<file path="src/rtl/traffic_phase_sched.sv">
// ---------------------------------------------------------------------------
// traffic_phase_sched
//
// Phase scheduler for a two-road intersection with one pedestrian crossing.
// It owns the phase timer, latches pedestrian requests, and decides which of
// road A, road B or the pedestrians has right-of-way. It also drives both
// lamp heads and the walk lamp.
//
// Ports
//   clk_i          rising-edge clock
//   rst_i          synchronous active-high reset
//   en_i           advance enable; low freezes state, timer and last_road
//   car_a_i        vehicle waiting on road A (level)
//   car_b_i        vehicle waiting on road B (level)
//   ped_req_i      pedestrian button (level or pulse)
//   lights_a_o     road A head {red,yellow,green}, one-hot
//   lights_b_o     road B head {red,yellow,green}, one-hot
//   walk_o         pedestrian walk lamp
//   ped_pending_o  pedestrian request latched and not yet served
//   phase_o        current state encoding (debug)
// ---------------------------------------------------------------------------
module traffic_phase_sched #(
  parameter int GREEN_CYC  = 8,
  parameter int YELLOW_CYC = 2,
  parameter int ALLRED_CYC = 1,
  parameter int WALK_CYC   = 4,
  parameter int CNT_W      = 8
) (
  input  logic       clk_i,
  input  logic       rst_i,
  input  logic       en_i,
  input  logic       car_a_i,
  input  logic       car_b_i,
  input  logic       ped_req_i,
  output logic [2:0] lights_a_o,
  output logic [2:0] lights_b_o,
  output logic       walk_o,
  output logic       ped_pending_o,
  output logic [2:0] phase_o
);

  typedef enum logic [2:0] {
    A_GREEN   = 3'd0,
    A_YELLOW  = 3'd1,
    ALLRED_AB = 3'd2,
    B_GREEN   = 3'd3,
    B_YELLOW  = 3'd4,
    ALLRED_BA = 3'd5,
    PED_WALK  = 3'd6,
    PED_CLEAR = 3'd7
  } state_e;

  localparam logic ROAD_A = 1'b0;
  localparam logic ROAD_B = 1'b1;

  state_e           state_q, state_d;
  logic [CNT_W-1:0] timer_q, timer_d;
  logic             ped_pending_q, ped_pending_d;
  logic             last_road_q, last_road_d;
  logic [2:0]       lights_a_q, lights_b_q;
  logic             walk_q;
  logic             expire;

  // Dwell of a state minus one: the timer value loaded on entry, so that
  // the state is held exactly its dwell count of enabled cycles.
  function automatic logic [CNT_W-1:0] dwell_m1(input state_e s);
    case (s)
      A_GREEN, B_GREEN:   dwell_m1 = CNT_W'(GREEN_CYC - 1);
      A_YELLOW, B_YELLOW: dwell_m1 = CNT_W'(YELLOW_CYC - 1);
      PED_WALK:           dwell_m1 = CNT_W'(WALK_CYC - 1);
      default:            dwell_m1 = CNT_W'(ALLRED_CYC - 1);
    endcase
  endfunction

  // Lamp decode {lights_a, lights_b, walk} for a state. Every state that is
  // not a road green/yellow shows red on both heads, so walk can never
  // overlap a moving-traffic lamp.
  function automatic logic [6:0] lamps(input state_e s);
    case (s)
      A_GREEN:  lamps = {3'b001, 3'b100, 1'b0};
      A_YELLOW: lamps = {3'b010, 3'b100, 1'b0};
      B_GREEN:  lamps = {3'b100, 3'b001, 1'b0};
      B_YELLOW: lamps = {3'b100, 3'b010, 1'b0};
      PED_WALK: lamps = {3'b100, 3'b100, 1'b1};
      default:  lamps = {3'b100, 3'b100, 1'b0};
    endcase
  endfunction

  assign expire = (timer_q == '0);

  // Next-state, timer and request-latch logic. Greens only give way when
  // the opposite road or a pedestrian is waiting; otherwise the timer sits
  // saturated at zero so the handover happens as soon as demand appears.
  always_comb begin
    state_d       = state_q;
    timer_d       = timer_q;
    last_road_d   = last_road_q;
    ped_pending_d = ped_pending_q;

    if (en_i) begin
      if (!expire) begin
        timer_d = timer_q - 1'b1;
      end
      if (expire) begin
        case (state_q)
          A_GREEN:   if (car_b_i || ped_pending_q) state_d = A_YELLOW;
          A_YELLOW:  state_d = ALLRED_AB;
          ALLRED_AB: begin
            state_d     = ped_pending_q ? PED_WALK : B_GREEN;
            last_road_d = ROAD_A;
          end
          B_GREEN:   if (car_a_i || ped_pending_q) state_d = B_YELLOW;
          B_YELLOW:  state_d = ALLRED_BA;
          ALLRED_BA: begin
            state_d     = ped_pending_q ? PED_WALK : A_GREEN;
            last_road_d = ROAD_B;
          end
          PED_WALK:  state_d = PED_CLEAR;
          PED_CLEAR: state_d = (last_road_q == ROAD_A) ? B_GREEN : A_GREEN;
          default:   state_d = A_GREEN;
        endcase
      end
      // No state loops to itself, so any change of state is an entry.
      if (state_d != state_q) begin
        timer_d = dwell_m1(state_d);
      end
    end

    // Entering the walk serves the request, even if the button is still
    // pressed on that edge; the button is deaf for the rest of the walk.
    if (state_q != PED_WALK && state_d == PED_WALK) begin
      ped_pending_d = 1'b0;
    end else if (ped_req_i && state_q != PED_WALK) begin
      ped_pending_d = 1'b1;
    end
  end

  // State registers. Lamps are registered from the next state so they
  // switch on the same edge as the state itself.
  always_ff @(posedge clk_i) begin
    if (rst_i) begin
      state_q       <= A_GREEN;
      timer_q       <= CNT_W'(GREEN_CYC - 1);
      ped_pending_q <= 1'b0;
      last_road_q   <= ROAD_A;
      lights_a_q    <= 3'b001;
      lights_b_q    <= 3'b100;
      walk_q        <= 1'b0;
    end else begin
      state_q       <= state_d;
      timer_q       <= timer_d;
      ped_pending_q <= ped_pending_d;
      last_road_q   <= last_road_d;
      {lights_a_q, lights_b_q, walk_q} <= lamps(state_d);
    end
  end

  assign lights_a_o    = lights_a_q;
  assign lights_b_o    = lights_b_q;
  assign walk_o        = walk_q;
  assign ped_pending_o = ped_pending_q;
  assign phase_o       = state_q;

endmodule

</file>
<file path="config.mk">
export PLATFORM = sky130hd
export DESIGN_NAME = traffic_phase_sched
export DESIGN_NICKNAME = d
export VERILOG_FILES = /design/src/rtl/traffic_phase_sched.sv
export SDC_FILE = /design/constraint.sdc
export NUM_CORES = 1
export LEC_CHECK = 0
export BUFFER_PORTS_ARGS = -buffer_cell sky130_fd_sc_hd__buf_2
export CORE_MARGIN = 5
export CORE_UTILIZATION = 35
export DETAILED_ROUTE_END_ITERATION = 8
export PLACE_DENSITY_LB_ADDON = 0.12
export SYNTH_ARGS = -nofsm -noshare
export SYNTH_HDL_FRONTEND = slang
export SYNTH_SLANG_ARGS = --single-unit
</file>
<file path="constraint.sdc">
create_clock -name clk_i -period 1.9 [get_ports clk_i]
set_input_delay 0.095 -clock clk_i [delete_from_list [all_inputs] [get_ports clk_i]]
set_output_delay 0.095 -clock clk_i [all_outputs]
set_load 0.02 [all_outputs]
</file>
==> metrics.md, run 1 <==
| Metric | Value |
|---|---|
| Outcome | finished with violations |
| Failing checks | negative setup slack |
| Setup-failing EPs final | 3 |
| Clock Skews | 0.0128 ns |
| Largest net degree at the start of global routing | 13 |
| Final Max Tran Viols | 0 |
| Final period utilization | 102% |
| CTS clk-pin slew, worst paths | approximately 0.12 ns |
| Crit path max-delay cell type | or4_4 |
| Area growth syn-to-layout | 36.0% |
| Fmax | 0.514 GHz |
| WL/cell | 13.3 µm |
| RePlAce Congestion | between 0.8 and 0.9 |
| Max_slew headroom | 72.1% |
| Asr flop ratio synth | 0% |
| Crit path kind | register to register |
| Area of the multi-input gates | slightly above 800 µm² |
| Finished Cell Area | 1630 µm² |
| Setup crit start kind | register |
| Synthesized area per cell | just over 8 µm² |
| IO buf count | 16 |
| Reg2reg path depth | 5 |
| Placed cell areas | between 1500 and 2000 µm² |
| Worst r2r dst | timer_q[0] |
| Pwr dens | roughly 570 nW/µm² |
| Via density | ~5.3 |
| Overflow after GRT | 0 |
| CP max FO | 5 |
| Worst setup EP type | register |
| DIE WIDTH | approximately 68 µm |
| Tmin final | 1.94 ns |
| ANT nets after route | 0 |
| Slowest stage delay, CP | approximately 0.60 ns |
| Remaining DRCs | 0 |
| Share of layout cells above drive strength 1 | a little under two fifths |
| Crit-path cells | or4_4, nor3_4, a22o_1, nor4bb_1, nor3_1 |
| Flip-flop and latch area | around 400 µm² |
| Clk_lat worst skew | roughly 0.31 ns |
| Synth Flop Type | dfxtp_1 |
| Maxcap violations | 0 |
| Die Area | about 4700 µm² |
| Worst slew pin tran | a little over 0.4 ns |
| RSZ-0062 raised after global routing | true |
| Setup ws final | -0.0448 ns |
| CTS tree | built |
| CTS Root Buffer Type | clkbuf_4 |
| RR Startpoint | timer_q[4] |
| Max clock buf depth | 2 |
| CP Data Required Time | between 2 and 2.5 ns |
| Tot GR Track Use | around 15% |
| Worst vdd ir | between 0.6 and 0.7 mV |
| Sequential fraction of the synthesis area | approximately 33% |
| Crit path DAT | 2.13 ns |
| Seq cells post-synth | 20 |
| Crit. Startpoint | timer_q[4] |
| Lkg Pwr | slightly below 0.0007 µW |
| Syn Nets | approximately 150 |
| Die height | 68.5 µm |
| First-pass GRT wire length | around 5400 µm |
| 1st-pass router iterations | 4 |
| WL final | 3050 µm |
| DP Wirelength | about 2400 µm |
| End point of the critical path | timer_q[0] |
| Final Hold Fails | 0 |
| H-tree Lvls | 1 |
| Row count | 21 |
| Worst min path class | input pin to register |
| Core area | about 3300 µm² |
| R2R setup slack | -0.04 ns |
| Ys Warns | 0 |
| Vias | around 1.2k |
| Num CTS Buffers | 3 |
| Synth Instances | 145 |
| Count of different cell masters after synthesis | 45 |
| Ports | 17 |
| Hold-fix buffers at CTS | 0 |
| Number of synthesized flops with an enable pin | 0 |
| Initial antenna violation count | 0 |
| Initial DRC Count | 69 |
| ANT cells | 0 |
| Number of global-route vias before repair | about 1.2k |
| Nets | 193 |
| Initial Utilization | a little over a third |
| Synth Cell Area | 1200 µm² |
| Clock Sinks | 20 |
| Worst-case hold slack | around 0.079 ns |
| Fillcell total | roughly 330 |
flip-flops by register name, indices dropped and copies added, names as in the netlist:
name / cells
lights_a_o: 3
phase_o: 3
walk_o: 1
ped_pending_o: 1
timer_q: 8
last_road_q: 1
lights_b_o: 3
worst min-delay path by stage:
| stage | from | to | cells after the start |
|---|---|---|---|
| 3_5_place_dp | rst_i | lights_a_o[2] | 2 |
| 2_1_floorplan | ped_req_i | ped_pending_o | 2 |
| 3_3_place_gp | rst_i | last_road_q | 2 |
| 6_report | rst_i | last_road_q | 2 |
| 5_1_grt | ped_req_i | ped_pending_o | 3 |
| 4_1_cts | rst_i | last_road_q | 2 |
worst max-delay path: cells and delay by family (launching register included):
kind / cells / cell delay, ns
and+or+nand+nor: 4 / 1.25
DFF: 1 / 0.36
AOI/OAI and AO/OA: 1 / 0.22
where the power goes:
group / leakage [µW] / internal, µW / switching (µW) / total, µW
Combinational: 0.000491 / 65.9 / 79.2 / 145
Sequential: 0.000164 / 431 / 11.7 / 443
Clock: 0.0000279 / 213 / 133 / 346
Total: 0.000684 / 711 / 223 / 934
area by class of cell:
class / instances / share of cell area [%]
clock buffers: 3 / 1.38
clock inverters: 1 / 1.85
inverters: 8 / 1.85
multi-input cells: 113 / 50.7
flip-flops and latches: 20 / 25.2
well taps: 46 / 3.54
repair buffers: 39 / 15.5
per-stage QoR:
stage | total power (µW) | cells | setup WS, ns | TNS (ns) | util [%]
floorplan | 534 | 145 | 0.0140 | 0 | -
global placement | 587 | 225 | -0.104 | -0.295 | 45.3
finish | 934 | 230 | -0.0448 | -0.104 | 49.1
global route | 982 | 230 | -0.132 | -1.06 | 49.1
CTS | 938 | 230 | -0.0514 | -0.149 | 47.8
detailed placement | 587 | 225 | -0.0799 | -0.333 | 45.3
synthesized netlist by cell type (3+ instances only):
cell | number | share of area (%)
nand2b_1 | 4 | 2.1
a21oi_1 | 8 | 3.3
o21ai_0 | 7 | 2.9
inv_1 | 8 | 2.5
nand4_1 | 3 | 1.6
nor2b_1 | 5 | 2.6
xor2_1 | 7 | 5.1
or2_2 | 3 | 1.6
dfxtp_1 | 20 | 33
a31oi_1 | 3 | 1.6
clkbuf_1 | 4 | 1.3
o211ai_1 | 3 | 1.9
nor2_1 | 12 | 3.8
a21o_1 | 3 | 1.9
nor3_1 | 7 | 2.9
nand2_1 | 9 | 2.8
what timing repair did:
item / 4_1_cts / 5_1_grt
setup buffers: 1 / 0
pin swaps: 5 / 5
setup endpoints to repair: 9 / 17
cloned: 0 / 0
gates resized for setup: 9 / 11
cell usage in the layout (no fill, tap or decap), drive strengths merged, types with 3 or more instances in the layout:
cell,n
nand2b,4
nand2,9
inv,8
buf,39
clkbuf,3
xor2,7
o21ai,8
nor2b,5
a21o,3
nor3,9
nor4,3
nand4,3
a31oi,3
o211ai,3
a21oi,8
or2,3
dfxtp,20
nor2,12
layer usage:
layer	share of wire, %	track usage (%)	vias up
met5	0	0	-
met4	0.59	2.23	0
met3	4.9	3.94	2
met2	52	28.6	26
met1	43	16.9	566
li1	-	-	620
cell families after synthesis:
| kind of cell | Yosys count | share of synthesized area, % |
|---|---|---|
| compound gates | 39 | 22.5 |
| xor+xnor | 7 | 5.13 |
| fa+ha+maj | 2 | 2.09 |
| buf+inv | 12 | 3.77 |
| flops | 20 | 33.5 |
| simple gates | 65 | 33.1 |
Note: power is estimated with default switching activity, not from simulation.
==> run 2: changes to the inputs <==
- REMOVE_ABC_BUFFERS: not set -> 1
==> metrics.md, run 2 (synthesis results as in run 1) <==
| Metric | Value |
|---|---|
| Worst Hold Launch | ped_req_i (was rst_i) |
| Hold Crit Endpoint | ped_pending_o (was last_road_q) |
| First-pass GRT wire length | 5870 µm (was 5420 µm) |
| Clk_lat worst skew | 0.31 ns (about the same) |
| Area growth syn-to-layout | 42.1% (was 36.0%) |
| Logic pwr share | 15.7% (was 15.5%) |
| Crit-path cells | or4_4, nor3_2, a22o_1, nor4bb_2, nor3_1 (was or4_4, nor3_4, a22o_1, nor4bb_1, nor3_1) |
| Worst setup EP type | register (unchanged) |
| Fmax | 0.503 GHz (was 0.514 GHz) |
| Area of the multi-input gates | 808 µm² (was 825 µm²) |
| Final period utilization | 105% (was 102%) |
| Reg with most FFs | timer_q (unchanged) |
| Most frequent cells in the layout | buf_4 (35), buf_2 (16), dfxtp_1 (14), nor2_1 (12), nand2_1 (9) (was buf_4 (23), buf_2 (16), dfxtp_1 (13), nor2_1 (12), nand2_1 (9)) |
| R2R setup slack | -0.09 ns (was -0.04 ns) |
| Final Hold Fails | 0 (unchanged) |
| Tmin final | 1.99 ns (was 1.94 ns) |
| RSZ-0062 raised after global routing | true (unchanged) |
| Reg2reg path depth | 5 (unchanged) |
| Worst vdd ir | 0.234 mV (was 0.681 mV) |
| WL/cell | 14.5 µm (was 13.3 µm) |
| Overflow after GRT | 0 (unchanged) |
| Initial antenna violation count | 0 (unchanged) |
| Worst r2r dst | timer_q[0] (unchanged) |
| Pwr dens | 557 nW/µm² (was 574 nW/µm²) |
| IO buf count | 16 (unchanged) |
| Largest net degree at the start of global routing | 13 (unchanged) |
| Fillcell total | 328 (was 332) |
| Vias | 1287 (was 1214) |
| Final Max Tran Viols | 0 (unchanged) |
| Nets | 205 (was 193) |
| 1st-pass router iterations | 6 (was 4) |
| Worst slew pin tran | 0.421 ns (was 0.415 ns) |
| Setup ws final | -0.0889 ns (was -0.0448 ns) |
| CP Data Required Time | 2.11 ns (was 2.08 ns) |
| RR Startpoint | timer_q[6] (was timer_q[4]) |
| Setup-failing EPs final | 4 (was 3) |
| Finished Cell Area | 1700 µm² (was 1630 µm²) |
| CTS clk-pin slew, worst paths | 0.12 ns (about the same) |
| Setup crit start kind | register (unchanged) |
| Flip-flop and latch area | 408 µm² (was 409 µm²) |
| DIE WIDTH | 68.5 µm (unchanged) |
| Via density | 5.32 (was 5.28) |
| Die Area | 4690 µm² (unchanged) |
| ANT nets after route | 0 (unchanged) |
| Share of layout cells above drive strength 1 | 40.3% (was 38.0%) |
| Clock network fraction of design power | 37.4% (was 37.0%) |
| DP Wirelength | 2620 µm (was 2430 µm) |
| CTS Root Buffer Type | clkbuf_4 (unchanged) |
| Hold-fix buffers at CTS | 0 (unchanged) |
| WL final | 3500 µm (was 3050 µm) |
| Number of global-route vias before repair | 1252 (was 1184) |
| Reg power frac | 46.9% (was 47.4%) |
| Placed cell areas | 1540 µm² (was 1500 µm²) |
| Failing checks | negative setup slack (unchanged) |
| Initial DRC Count | 65 (was 69) |
| Maxcap violations | 0 (unchanged) |
| Net load switching power | 234 µW (was 223 µW) |
| H-tree Lvls | 1 (unchanged) |
| Outcome | finished with violations (unchanged) |
| RePlAce Congestion | 0.913 (was 0.836) |
| Tot GR Track Use | 16.7% (was 15.1%) |
| Core area | 3310 µm² (unchanged) |
| Hold depth | 3 (was 2) |
| ANT cells | 0 (unchanged) |
| Remaining DRCs | 0 (unchanged) |
| Die height | 68.5 µm (unchanged) |
| Lkg Pwr | 0.000740 µW (was 0.000684 µW) |
| Slowest stage delay, CP | 0.58 ns (was 0.60 ns) |
| Max reg flops | 8 (unchanged) |
| Max_slew headroom | 71.8% (was 72.1%) |
| Max clock buf depth | 2 (unchanged) |
| Clock Skews | 0.00199 ns (was 0.0128 ns) |
| Num CTS Buffers | 3 (unchanged) |
| Row count | 21 (unchanged) |
| Switching Fraction | 24.7% (was 23.9%) |
| Commonest non-fill, non-tap cell in the layout | buf_4 (unchanged) |
| Pint | 712 µW (was 711 µW) |
| Crit path kind | register to register (unchanged) |
| Initial Utilization | 36.1% (unchanged) |
| Crit path DAT | 2.20 ns (was 2.13 ns) |
| Ports | 17 (unchanged) |
| CTS tree | built (unchanged) |
| CP max FO | 5 (unchanged) |
| Clock Sinks | 20 (unchanged) |
| PnR Total Power | 946 µW (was 934 µW) |
| Worst min path class | input pin to register (unchanged) |
| Crit path max-delay cell type | or4_4 (unchanged) |
==> run 2: layout make-up <==
cell class / count / share of cell area [%]
flip-flops and latches: 20 / 24.0
repair buffers: 51 / 20.2
clock inverters: 1 / 1.77
clock buffers: 3 / 1.33
inverters: 8 / 1.77
well taps: 46 / 3.39
multi-input cells: 113 / 47.6
==> run 2: worst max path at each step <==
stage | from | endpoint | slack (ns) | depth (start not counted)
after floorplan | timer_q[0] | timer_q[1] | -0.15 | 7
after global placement | timer_q[0] | timer_q[1] | -0.08 | 7
after detailed placement | timer_q[1] | timer_q[1] | -0.17 | 7
after CTS | timer_q[5] | timer_q[1] | -0.09 | 7
after global routing | timer_q[6] | timer_q[1] | -0.18 | 7
final | timer_q[6] | timer_q[0] | -0.09 | 5
==> run 2: repair_timing <==
| item | CTS | global route |
|---|---|---|
| pin swaps | 4 | 7 |
| setup endpoints to repair | 16 | 17 |
| gates resized for setup | 10 | 9 |
| setup buffers | 5 | 0 |
==> run 2: metrics by stage <==
stage	hold WS, ns	std cells	worst slack, ns	util [%]	setup TNS, ns
global placement	0.406	233	-0.0820	46.6	-0.292
CTS	0.0794	242	-0.0905	50.6	-0.223
detailed placement	0.417	233	-0.170	46.6	-0.714
finish	0.0797	242	-0.0889	51.3	-0.233
global route	0.0998	242	-0.182	51.3	-1.10
floorplan	0.167	141	-0.148	-	-0.202
==> run 2: layer usage <==
metal | share of wire, % | track usage, %
met1 | 42 | 20.1
met2 | 50 | 28.8
met3 | 5.3 | 2.96
met4 | 2.2 | 6.95
met5 | 0 | 0
==> run 2: power groups by stage <==
stage                     registers, µW  logic (µW)  clock network, µW
after global placement              452         134                  0
after global routing                447         163                387
after detailed placement            452         136                  0
after floorplan                     461        67.8                  0
after CTS                           443         142                362
final                               444         149                353
==> run 2: critical path: cells and delay by family, from the launching register on <==
kind | cells | cell delay (ns)
AND/OR/NAND/NOR | 4 | 1.25
AO/OA/AOI/OAI | 1 | 0.28
flip-flops | 1 | 0.36
==> run 3: changes to the inputs <==
- clock period: 1.9 -> 1.7 ns (I/O delays scaled with it)
==> metrics.md, run 3 (synthesis results as in run 1) <==
| Metric | Value |
|---|---|
| Outcome | finished with violations (unchanged) |
| Failing checks | negative setup slack (unchanged) |
| Crit path DAT | 2.27 ns (was 2.20 ns) |
| Overflow after GRT | 0 (unchanged) |
| Commonest non-fill, non-tap cell in the layout | buf_4 (unchanged) |
| Cell Count Post-Placement | 246 (was 233) |
| Hold Crit Endpoint | ped_pending_o (unchanged) |
| 1st-pass router iterations | 4 (was 6) |
| CTS tree | built (unchanged) |
| Non-Filler Instances | 258 (was 242) |
| Logic pwr share | 18.0% (was 15.7%) |
| Final Max Tran Viols | 0 (unchanged) |
| Clock Skews | 0.00803 ns (was 0.00199 ns) |
| Initial Utilization | 36.1% (unchanged) |
| Clock network fraction of design power | 36.8% (was 37.4%) |
| Nets | 221 (was 205) |
| Pwr dens | 582 nW/µm² (was 557 nW/µm²) |
| Fillcell total | 323 (was 328) |
| Setup ws final | -0.327 ns (was -0.0889 ns) |
| Row count | 21 (unchanged) |
| DIE WIDTH | 68.5 µm (unchanged) |
| Final period utilization | 119% (was 105%) |
| Hold depth | 3 (unchanged) |
| Clock Sinks | 20 (unchanged) |
| Setup crit start kind | register (unchanged) |
| Max_slew headroom | 69.6% (was 71.8%) |
| Max clock buf depth | 2 (unchanged) |
| Setup-failing EPs final | 19 (was 4) |
| Pint | 814 µW (was 712 µW) |
| Largest net degree at the start of global routing | 13 (unchanged) |
| Vias | 1336 (was 1287) |
| Worst setup EP type | register (unchanged) |
| Number of global-route vias before repair | 1275 (was 1252) |
| Core area | 3310 µm² (unchanged) |
| CP Data Required Time | 1.94 ns (was 2.11 ns) |
| CTS clk-pin slew, worst paths | 0.13 ns (was 0.12 ns) |
| Crit path kind | register to register (unchanged) |
| Die height | 68.5 µm (unchanged) |
| Clk_lat worst skew | 0.31 ns (about the same) |
| RSZ-0062 raised after global routing | true (unchanged) |
| Reg with most FFs | timer_q (unchanged) |
| Initial antenna violation count | 0 (unchanged) |
| Reg power frac | 45.2% (was 46.9%) |
| DP Wirelength | 2660 µm (was 2620 µm) |
| Tmin final | 2.03 ns (was 1.99 ns) |
| R2R setup slack | -0.33 ns (was -0.09 ns) |
| Tot GR Track Use | 16.6% (was 16.7%) |
| Share of layout cells above drive strength 1 | 46.2% (was 40.3%) |
| Area growth syn-to-layout | 56.3% (was 42.1%) |
| Max reg flops | 8 (unchanged) |
| Worst min path class | input pin to register (unchanged) |
| ANT nets after route | 0 (unchanged) |
| WL final | 3630 µm (was 3500 µm) |
| Worst slew pin tran | 0.454 ns (was 0.421 ns) |
| H-tree Lvls | 1 (unchanged) |
| Net load switching power | 274 µW (was 234 µW) |
| IO buf count | 16 (unchanged) |
| Worst r2r dst | timer_q[1] (was timer_q[0]) |
| Post-layout util | 56.5% (was 51.3%) |
| Remaining DRCs | 0 (unchanged) |
| Switching Fraction | 25.2% (was 24.7%) |
| RePlAce Congestion | 0.893 (was 0.913) |
| Reg2reg path depth | 6 (was 5) |
| Via density | 5.18 (was 5.32) |
| Most frequent cells in the layout | buf_4 (50), dfxtp_1 (17), buf_2 (16), nor2_1 (12) (was buf_4 (35), buf_2 (16), dfxtp_1 (14), nor2_1 (12), nand2_1 (9)) |
| Worst vdd ir | 0.327 mV (was 0.234 mV) |
| WL/cell | 14.1 µm (was 14.5 µm) |
| First-pass GRT wire length | 5780 µm (was 5870 µm) |
| Num CTS Buffers | 3 (unchanged) |
| Maxcap violations | 0 (unchanged) |
| Fmax | 0.493 GHz (was 0.503 GHz) |
| Ports | 17 (unchanged) |
| CTS Root Buffer Type | clkbuf_4 (unchanged) |
| Lkg Pwr | 0.000830 µW (was 0.000740 µW) |
| Die Area | 4690 µm² (unchanged) |
| Worst Hold Launch | ped_req_i (unchanged) |
| CP max FO | 4 (was 5) |
| Initial DRC Count | 46 (was 65) |
| PnR Total Power | 1090 µW (was 946 µW) |
| RR Startpoint | timer_q[6] (unchanged) |
| Final Hold Fails | 0 (unchanged) |
| ANT cells | 0 (unchanged) |
run 3: changes by cell type in the layout (fill, tap and decap cells not counted), moves of 2 or more:
cell / delta
buf_4: +15
dfxtp_1: +3
dfxtp_2: -4
inv_1: +2
inv_2: -2
nor3_1: -2
run 3: cell type report:
class                      instances  area, µm²  share of cell area (%)
multi-input combinational        113        856                    45.8
tap                               46       57.6                    3.08
sequential                        20        407                    21.8
clock buffer                       3       22.5                    1.20
inverter                           8       30.0                    1.61
clock inverter                     1       30.0                    1.61
timing repair buffer              67        467                    25.0
run 3: what timing repair did:
action | 4_1_cts | 5_1_grt
setup endpoints to repair | 20 | 20
pin swaps | 9 | 10
hold buffers | 0 | 0
gates resized for setup | 17 | 9
setup buffers | 3 | 5
run 3: how the worst max path moves through the flow:
stage / start / end / cells past startpoint
after floorplan: timer_q[0] / timer_q[1] / 7
after global placement: timer_q[0] / timer_q[1] / 7
after detailed placement: timer_q[0] / timer_q[1] / 7
after CTS: timer_q[5] / timer_q[1] / 6
after global routing: timer_q[6] / timer_q[1] / 5
final: timer_q[6] / timer_q[1] / 6
run 3: metal layers:
| metal | GRT usage, % | wire, µm | vias to the layer above |
|---|---|---|---|
| met1 | 19.8 | 1590 | 625 |
| met4 | 6.95 | 82 | 0 |
| met3 | 2.63 | 123 | 9 |
| li1 | - | - | 669 |
| met2 | 29.1 | 1830 | 33 |
| met5 | 0 | 0 | - |
run 3: critical path: stages, from the launching register on:
cell and delay, ns:
dfxtp_4 0.38, nor4_4 0.38, buf_4 0.19, a31oi_1 0.08, a31o_2 0.26, or4b_4 0.53, o211ai_1 0.12
run 3: per-stage QoR:
step                cell area (µm²)  TNS (ns)  worst slack, ns  hold slack (ns)
finish                         1870     -2.97           -0.327           0.0641
global route                   1870     -4.85           -0.416           0.0834
CTS                            1790     -2.83           -0.270           0.0574
detailed placement             1640     -4.18           -0.406            0.402
global placement               1640     -3.35           -0.277            0.398
floorplan                      1180     -1.59           -0.348            0.157
run 3: power by group through the flow:
stage / logic (µW) / clock network [µW] / registers [µW]
5_1_grt: 217 / 429 / 494
4_1_cts: 185 / 412 / 493
2_1_floorplan: 75.8 / 0 / 515
3_5_place_dp: 174 / 0 / 503
3_3_place_gp: 172 / 0 / 503
6_report: 196 / 400 / 492
